==> src/rtl/pwm_duty_ramp_ctrl_if.sv <==
// Target-duty handshake between the control logic and the duty ramp controller.
interface pwm_duty_ramp_ctrl_if;
  logic [7:0] target;
  logic       target_valid;
  logic       target_ready;

  modport master (
    output target,
    output target_valid,
    input  target_ready
  );

  modport slave (
    input  target,
    input  target_valid,
    output target_ready
  );
endinterface

==> src/rtl/pwm_duty_ramp_ctrl.sv <==
// Soft-start / slew controller: walks the divider's duty toward a requested target,
// changing it only on PWM period boundaries.
module pwm_duty_ramp_ctrl #(
  parameter int unsigned PERIOD_CLKS      = 5000,
  parameter int unsigned STEP             = 5,
  parameter int unsigned PERIODS_PER_STEP = 4,
  parameter int unsigned INIT_DUTY        = 0
) (
  input  logic                       clk,
  input  logic                       rst,
  pwm_duty_ramp_ctrl_if.slave        tgtIf,
  input  logic                       hold,
  output logic [7:0]                 duty_out,
  output logic                       period_tick,
  output logic                       busy,
  output logic                       done
);

  localparam int unsigned PeriodW = (PERIOD_CLKS > 1) ? $clog2(PERIOD_CLKS) : 1;
  localparam int unsigned StepW   = (PERIODS_PER_STEP > 1) ? $clog2(PERIODS_PER_STEP) : 1;
  localparam logic [PeriodW-1:0] PeriodLast = PeriodW'(PERIOD_CLKS - 1);
  localparam logic [StepW-1:0]   StepLast   = StepW'(PERIODS_PER_STEP - 1);
  localparam logic [7:0]         StepAmt    = 8'(STEP);
  localparam logic [7:0]         InitDuty   = 8'(INIT_DUTY);

  typedef enum logic [0:0] {StIdle, StRamp} state_e;

  state_e             stateQ, stateD;
  logic [PeriodW-1:0] periodCntQ;
  logic [StepW-1:0]   stepCntQ, stepCntD;
  logic [7:0]         dutyQ, dutyD, tgtQ, tgtD, tgtIn, diff, stepDuty;
  logic               readyQ, doneQ, doneD;
  logic               periodTick, accept, stepEdge, settle;

  assign periodTick = (periodCntQ == PeriodLast);

  always_comb begin
    tgtIn    = (tgtIf.target > 8'd100) ? 8'd100 : tgtIf.target;
    accept   = tgtIf.target_valid & readyQ;
    stepEdge = (stateQ == StRamp) & periodTick & ~hold & (stepCntQ == StepLast);
    // Magnitude is taken before subtracting so the difference never wraps.
    if (tgtQ >= dutyQ) begin
      diff     = tgtQ - dutyQ;
      stepDuty = (diff <= StepAmt) ? tgtQ : dutyQ + StepAmt;
    end else begin
      diff     = dutyQ - tgtQ;
      stepDuty = (diff <= StepAmt) ? tgtQ : dutyQ - StepAmt;
    end
    // A step on the accept edge still uses the old target.
    tgtD   = accept ? tgtIn : tgtQ;
    dutyD  = stepEdge ? stepDuty : dutyQ;
    settle = (accept | stepEdge) & (dutyD == tgtD);
    doneD  = settle;
  end

  // State register.
  always_ff @(posedge clk or posedge rst) begin
    if (rst) stateQ <= StIdle;
    else     stateQ <= stateD;
  end

  // Next-state logic.
  always_comb begin
    stateD = stateQ;
    if (settle)      stateD = StIdle;
    else if (accept) stateD = StRamp;
  end

  always_comb begin
    stepCntD = stepCntQ;
    if ((stateQ == StRamp) && periodTick && !hold) begin
      stepCntD = (stepCntQ == StepLast) ? '0 : stepCntQ + 1'b1;
    end
    if (stateD == StIdle) stepCntD = '0;
  end

  always_ff @(posedge clk or posedge rst) begin
    if (rst) begin
      periodCntQ <= '0;
      stepCntQ   <= '0;
      dutyQ      <= InitDuty;
      tgtQ       <= InitDuty;
      readyQ     <= 1'b0;
      doneQ      <= 1'b0;
    end else begin
      periodCntQ <= periodTick ? '0 : periodCntQ + 1'b1;
      stepCntQ   <= stepCntD;
      dutyQ      <= dutyD;
      tgtQ       <= tgtD;
      readyQ     <= 1'b1;
      doneQ      <= doneD;
    end
  end

  // Outputs.
  always_comb begin
    busy                = (stateQ == StRamp);
    done                = doneQ;
    duty_out            = dutyQ;
    period_tick         = periodTick;
    tgtIf.target_ready  = readyQ;
  end

endmodule

==> src/flat_wrapper.sv <==
// flat-port wrapper written by rule: the top's interface ports become plain ports
module pwm_duty_ramp_ctrl_flat 
#(
  parameter int unsigned PERIOD_CLKS      = 5000,
  parameter int unsigned STEP             = 5,
  parameter int unsigned PERIODS_PER_STEP = 4,
  parameter int unsigned INIT_DUTY        = 0
)
  (clk, rst, hold, duty_out, period_tick, busy, done, tgtIf_target, tgtIf_target_valid, tgtIf_target_ready);
  pwm_duty_ramp_ctrl_if tgtIf_i ();
  input  logic clk;
  input  logic rst;
  input  logic hold;
  output logic [7:0] duty_out;
  output logic period_tick;
  output logic busy;
  output logic done;
  input wire logic [$bits(tgtIf_i.target)-1:0] tgtIf_target;
  input wire logic [$bits(tgtIf_i.target_valid)-1:0] tgtIf_target_valid;
  output wire logic [$bits(tgtIf_i.target_ready)-1:0] tgtIf_target_ready;
  assign tgtIf_i.target = tgtIf_target;
  assign tgtIf_i.target_valid = tgtIf_target_valid;
  assign tgtIf_target_ready = tgtIf_i.target_ready;
  pwm_duty_ramp_ctrl #(.PERIOD_CLKS(PERIOD_CLKS), .STEP(STEP), .PERIODS_PER_STEP(PERIODS_PER_STEP), .INIT_DUTY(INIT_DUTY)) u_core (.clk(clk), .rst(rst), .tgtIf(tgtIf_i), .hold(hold), .duty_out(duty_out), .period_tick(period_tick), .busy(busy), .done(done));
endmodule
==> config.mk <==
export PLATFORM = sky130hd
export DESIGN_NAME = pwm_duty_ramp_ctrl_flat
export DESIGN_NICKNAME = d
export VERILOG_FILES = /design/src/rtl/pwm_duty_ramp_ctrl_if.sv /design/src/rtl/pwm_duty_ramp_ctrl.sv /design/src/flat_wrapper.sv
export SDC_FILE = /design/constraint.sdc
export NUM_CORES = 1
export LEC_CHECK = 0
export BUFFER_PORTS_ARGS = -buffer_cell sky130_fd_sc_hd__clkbuf_2
export CORE_ASPECT_RATIO = 1.1
export CORE_MARGIN = 8
export CORE_UTILIZATION = 39
export CTS_BUF_LIST = sky130_fd_sc_hd__clkbuf_8
export DETAILED_ROUTE_END_ITERATION = 8
export SKIP_CTS_REPAIR_TIMING = 1
export SLEW_MARGIN = 20
export SYNTH_ARGS = -nofsm -noshare
export SYNTH_HDL_FRONTEND = slang
export SYNTH_SLANG_ARGS = --single-unit
==> constraint.sdc <==
create_clock -name clk -period 3.4 [get_ports clk]
set_input_delay 0.17 -clock clk [delete_from_list [all_inputs] [get_ports clk]]
set_output_delay 0.17 -clock clk [all_outputs]
set_load 0.005 [all_outputs]
# Yosys cells after proc, flatten, opt, wreduce, memory -nomap -nowiden
# Index checks and enable logic that the tools add are counted.
word_totals:
  regBits: 34
  inputBits: 12
  out_inout_bits: 12
  elab_cells: 43
classes:
  n_addsub: 6
  magnitude_cmp: 4
  n_eq_ne: 4
  n_mux: 12
  bitwise_logic: 7
  reduce_logical: 3
ops:
  columns: ["operator", "n"]
  rows:
  - ["$mux 8", 6]
  - ["$le 8x3->1 const B", 2]
  - ["$sub 8x8->8", 2]
  - ["$add 13x1->13 const B", 1]
  - ["$eq 13x13->1 const B", 1]
  - ["$mux 13", 1]
  - ["$add 8x3->8 const B", 1]
  - ["$eq 8x8->1", 1]
  - ["$ge 8x8->1", 1]
  - ["$gt 8x7->1 const B", 1]
  - ["$sub 8x3->8 const B", 1]
  - ["$mux 2", 3]
  - ["$and 1x1->1", 5]
  - ["$add 2x1->2 const B", 1]
  - ["$eq 2x2->1 const B", 1]
  - ["$logic_and 1x1->1", 2]
  - ["$mux 1", 2]
  - ["$ne 2x2->1 const B", 1]
  - ["$logic_not 1->1", 1]
  - ["$not 1->1", 1]
  - ["$or 1x1->1", 1]

# Longest topological paths before layout
depth:
  ltp_word: 9
  depth_mapped: 14
  mapped_depth_nobuf: 14

# Worst setup path before layout
# OpenSTA, ideal clock, no wires.
synth_timing:
  kind: "register to register"
  from: "register u_core.dutyQ[2], in the netlist u_core.duty_out[2]"
  to: "register u_core.stepCntQ[0]"
  setup_time_ns: 0.133
  arrival_ns: 3.491
  required_ns: 3.267
  slack_ns: -0.225
  stages_incl_launch_ff: 15
  path_buffers: 2
  period_less_slack_ns: 3.625
  cell_sequence: "dfrtp_1 clkbuf_1 inv_1 ha_1 buf_6 nor2b_4 o2111a_1 or4_1 a21oi_2 a21o_1 mux2_1 a21boi_1 o2111ai_1 a2111oi_4 nor3_1"
synth_between:
  elab_chain_cells: 9
  word_cells_on_any_way: 16
  classes_between: "add/sub (4); order compare (3); eq/ne (2); mux (6); bitwise (1)"
synth_rtl:
  columns: ["element", "line_no", "rtl"]
  rows:
  - ["start: declaration", "pwm_duty_ramp_ctrl.sv:31", "logic [7:0] dutyQ, dutyD, tgtQ, tgtD, tgtIn, diff, stepDuty;"]
  - ["start signal: assignment", "pwm_duty_ramp_ctrl.sv:81", "dutyQ <= InitDuty;"]
  - ["start signal: assignment", "pwm_duty_ramp_ctrl.sv:88", "dutyQ <= dutyD;"]
  - ["$sub 8x8->8 (on tied branches)", "pwm_duty_ramp_ctrl.sv:46, pwm_duty_ramp_ctrl.sv:43", null]
  - ["$le 8x3->1 (on tied branches)", "pwm_duty_ramp_ctrl.sv:47, pwm_duty_ramp_ctrl.sv:44", null]
  - ["$mux 8 (on tied branches)", "pwm_duty_ramp_ctrl.sv:47, pwm_duty_ramp_ctrl.sv:44", null]
  - ["$mux 8", "pwm_duty_ramp_ctrl.sv:42", "if (tgtQ >= dutyQ) begin"]
  - ["$mux 8 *", "pwm_duty_ramp_ctrl.sv:51", "dutyD = stepEdge ? stepDuty : dutyQ;"]
  - ["$eq 8x8->1 *", "pwm_duty_ramp_ctrl.sv:52", "settle = (accept | stepEdge) & (dutyD == tgtD);"]
  - ["$and 1x1->1 *", "pwm_duty_ramp_ctrl.sv:52", null]
  - ["$mux 1 *", "pwm_duty_ramp_ctrl.sv:65", "if (settle) stateD = StIdle;"]
  - ["$ne 2x2->1 (no line) / $mux 2 (equally long branches)", null, null]
  - ["end signal: assignment", "pwm_duty_ramp_ctrl.sv:87", "stepCntQ <= stepCntD;"]
  - ["end: declaration", "pwm_duty_ramp_ctrl.sv:30", "logic [StepW-1:0] stepCntQ, stepCntD;"]
# Mark *: on every way between the ends. The rest lies on a longest branch, timed or not.
# A chain may end at the register's enable or synchronous reset.

# Final worst setup path
layout_timing:
  from: "register u_core.tgtQ[0]"
  to: "register u_core.stepCntQ[1]"
layout_between:
  elab_chain_cells: 9
  word_cells_on_any_way: 15
  classes_between: "add/sub (2); order compare (3); eq/ne (2); mux (7); bitwise (1)"
layout_rtl:
  columns: ["element", "line_no", "rtl"]
  rows:
  - ["start: declaration", "pwm_duty_ramp_ctrl.sv:31", null]
  - ["start signal: assignment", "pwm_duty_ramp_ctrl.sv:82", "tgtQ <= InitDuty;"]
  - ["start signal: assignment", "pwm_duty_ramp_ctrl.sv:89", "tgtQ <= tgtD;"]
  - ["$sub 8x8->8 (on tied branches)", "pwm_duty_ramp_ctrl.sv:46, pwm_duty_ramp_ctrl.sv:43", null]
  - ["$le 8x3->1 (on tied branches)", "pwm_duty_ramp_ctrl.sv:47, pwm_duty_ramp_ctrl.sv:44", null]
  - ["$mux 8 (on tied branches)", "pwm_duty_ramp_ctrl.sv:47, pwm_duty_ramp_ctrl.sv:44", null]
  - ["$mux 8 *", "pwm_duty_ramp_ctrl.sv:42", null]
  - ["$mux 8 *", "pwm_duty_ramp_ctrl.sv:51", null]
  - ["via u_core.dutyD[5]", "pwm_duty_ramp_ctrl.sv:31", null]
  - ["$eq 8x8->1 *", "pwm_duty_ramp_ctrl.sv:52", null]
  - ["$and 1x1->1 *", "pwm_duty_ramp_ctrl.sv:52", null]
  - ["$mux 1 *", "pwm_duty_ramp_ctrl.sv:65", null]
  - ["$ne 2x2->1 (no line) / $mux 2 (equally long branches)", null, null]
# Mark *: on every way through the listed nets, which the timed path passes. The rest lies on a longest branch.

==> results.cfg <==
[status]
status = finished, violations left
violations = negative setup slack

[power_and_ir_drop]
p_per_area_nw_per_um2 = 275.3
power.share.clock_pct = 37.0
pwr-share-comb_pct = 28.1
swShare_pct = 29.14
ir_drop_mv = 0.2156
sequentialPowerShare_pct = 34.9
p_total_mw = 1.214
p_int_mw = 0.8605
leakage_nw = 1.938
switching_power_mw = 0.3539

[layout]
nNetsFinal = 505
fin_area_sq_um = 4410
antennaDiodeCount = 0
fill_cells = 749
final_cell_mix = buf_4, dfrtp_1, nand2_1, inv_1, nor2_1
seqCellArea_sq_um = 852.1
multi_input_area_sq_um = 2431
fin_util_pct = 55.44
drive_gt1_share_pct = 36.15
layout.cells.most_common = buf_4
synthToLayoutAreaGrowth_pct = 37.53

[worst_setup_path]
required_ns = 3.56
r2r_cells = 14
reg2reg_from = u_core.tgtQ[0]
regToRegEndpoint = u_core.stepCntQ[1]
cp_num_buf_inv = 2
endpoint_kind = flip-flop
crit_arrival_ns = 3.71
critPathTopFamily = compound AO/OA/AOI/OAI gates
worstPathCellList = buf_12 -> ha_4 -> inv_2 -> fa_2 -> xor2_1 -> o2bb2ai_1 -> a311o_2 -> a211oi_4 -> nor2_2 -> a221oi_4 -> o22ai_4 -> xor2_2 -> a2111oi_4 -> nor3_1
r2r_slack_ns = -0.15
crit_path_start_kind = flip-flop
slowest_stage = dfrtp_1
setup.worst_path.class = reg -> reg
slowest_delay_ns = 0.43
path_max_fanout = 5
critPathLaunch = u_core.tgtQ[0]

[placement]
placed_cell_area_sq_um = 3948
gp_congestion = 0.8883
dpl_worst_slack_ns = -0.1671
place_hpwl_um = 8069
portBuffers = 23

[synth]
synth_area_sq_um = 3207
synth-edff-count = 0
synth_cells = 374
synth_flop_cell = dfrtp_1
syn-num-nets = 407
yosys_warnings = 0
ys_seq_area_share_pct = 26.53
synth_cell_types = 78
ys_ff_latch = 34
async_reset_ff_share_pct = 100.0
avgSynthCellArea_sq_um = 8.574

[timing]
hold_viol_final = 0
report.final.slew_viol_count = 0
max_freq_ghz = 0.2817
setup_slack_ns = -0.1503
holdWs_ns = 0.1940
finClkSkew_ns = 0.008174
post-route-period-util_pct = 104.4
period_needed_ns = 3.550
setup_viol = 4
max_slew.worst_pin.slew_ns = 0.7069
relSlewSlack_pct = 52.38
rsz0062_at_grt = true

[route]
via_per_inst = 5.639
firstDrtPassIters = 4
via_count = 3276
antenna_left = 0
remaining_drc_errors = 0
wl_um = 10330
wl_per_cell_um = 17.77
drt_iter0_markers = 182

[clock_network]
root_buffer = clkbuf_8
clockBufferDepth = 2
ctsHtreeMaxLevel = 2
clkLatencyLatePin_ns = 0.29
clkTransAtPathRegs_ns = 0.07
cts_sinks = 34
cts_buffers = 5
cts_tree = built

[hold_path]
hold_path_depth = 2
hold_start = tgtIf_target[0]
hold_path_class = in -> reg
min_to = u_core.tgtQ[0]

[global_routing]
track_usage_pct = 17.64
grt_pass1_wl_um = 16010
antenna_found_initial = 0
grt_pass1_vias = 3203
grt_start_max_net_pins = 29
grt_overflow_total = 0

[die]
start_util_pct = 40.31
num_rows = 34
ioPinCount = 24
die_h_um = 111.1
dieArea_sq_um = 11380
die_width_um = 102.5
core_sq_um = 7955

[flow_run]
maxCapViolCount = 0
[power by group through the flow]
stage	logic (mW)	registers (mW)	clock network [mW]
global placement	0.290	0.430	0
finish	0.341	0.424	0.450
floorplan	0.180	0.430	0
global route	0.369	0.425	0.474
detailed placement	0.293	0.431	0
CTS	0.295	0.423	0.459
[state kept, by name (all words and copies together), names as in the netlist]
signal                     flops
u_core.periodCntQ             13
u_core.duty_out                8
u_core.tgtIf.target_ready      1
u_core.stepCntQ                2
u_core.busy                    1
u_core.tgtQ                    8
u_core.done                    1
[layout make-up]
| cell class | count | share of cell area [%] |
|---|---|---|
| Tap cell | 108 | 3.064 |
| Clock inverter | 3 | 1.560 |
| Inverter | 28 | 2.383 |
| Sequential cell | 34 | 19.32 |
| Timing Repair Buffer | 105 | 16.99 |
| Clock buffer | 5 | 1.560 |
| Multi-Input combinational cell | 298 | 55.12 |
[per-layer routing]
metal,vias up,track usage [%],routed length [um]
met4,0,6.863,203
met1,1595,22.36,4583
li1,1585,-,-
met3,18,2.889,453
met2,78,28.66,5085
met5,-,0,0
[how the worst max path moves through the flow]
| stage | to | slack, ns | depth (start not counted) |
|---|---|---|---|
| finish | u_core.stepCntQ[1] | -0.15 | 14 |
| global route | u_core.stepCntQ[1] | -0.28 | 15 |
| CTS | u_core.stepCntQ[1] | -0.17 | 14 |
| detailed placement | u_core.stepCntQ[0] | -0.17 | 14 |
| global placement | u_core.stepCntQ[0] | -0.13 | 14 |
| floorplan | u_core.stepCntQ[0] | 0.002 | 14 |
[cell usage after synthesis, types with 4 or more instances]
master	instances	area share [%]
a21o_1	5	1.2
a21oi_1	20	3.1
a31oi_1	4	0.78
and2_1	4	0.78
and3_1	5	0.98
buf_2	5	0.78
clkbuf_1	7	0.82
dfrtp_1	34	27
ha_1	19	7.4
inv_1	28	3.3
mux2i_1	4	1.2
nand2_1	29	3.4
nand2b_1	4	0.78
nand3_1	21	3.3
nor2_1	25	2.9
nor2b_1	5	0.98
nor3_1	8	1.2
nor4_1	7	1.4
o2111ai_1	4	1.1
o21ai_0	12	1.9
xnor2_1	22	6.0
xor2_1	7	1.9
[through the flow]
stage	std cells	TNS (ns)
after global routing	581	-0.9682
after global placement	562	-0.4289
final	581	-0.4486
after floorplan	374	0
after detailed placement	562	-0.5329
after CTS	570	-0.6012
[kinds of logic after synthesis]
logic type,after synthesis,share of synthesized area [%]
buffers and inverters,42,5.462
other,1,0.1169
AO/OA/AOI/OAI,109,27.70
adder cells (fa/ha/maj),21,8.662
flip-flops,34,26.53
AND/OR/NAND/NOR,132,21.65
multiplexers,6,1.951
XOR/XNOR,29,7.920
Power figures use the tool's default switching activity.
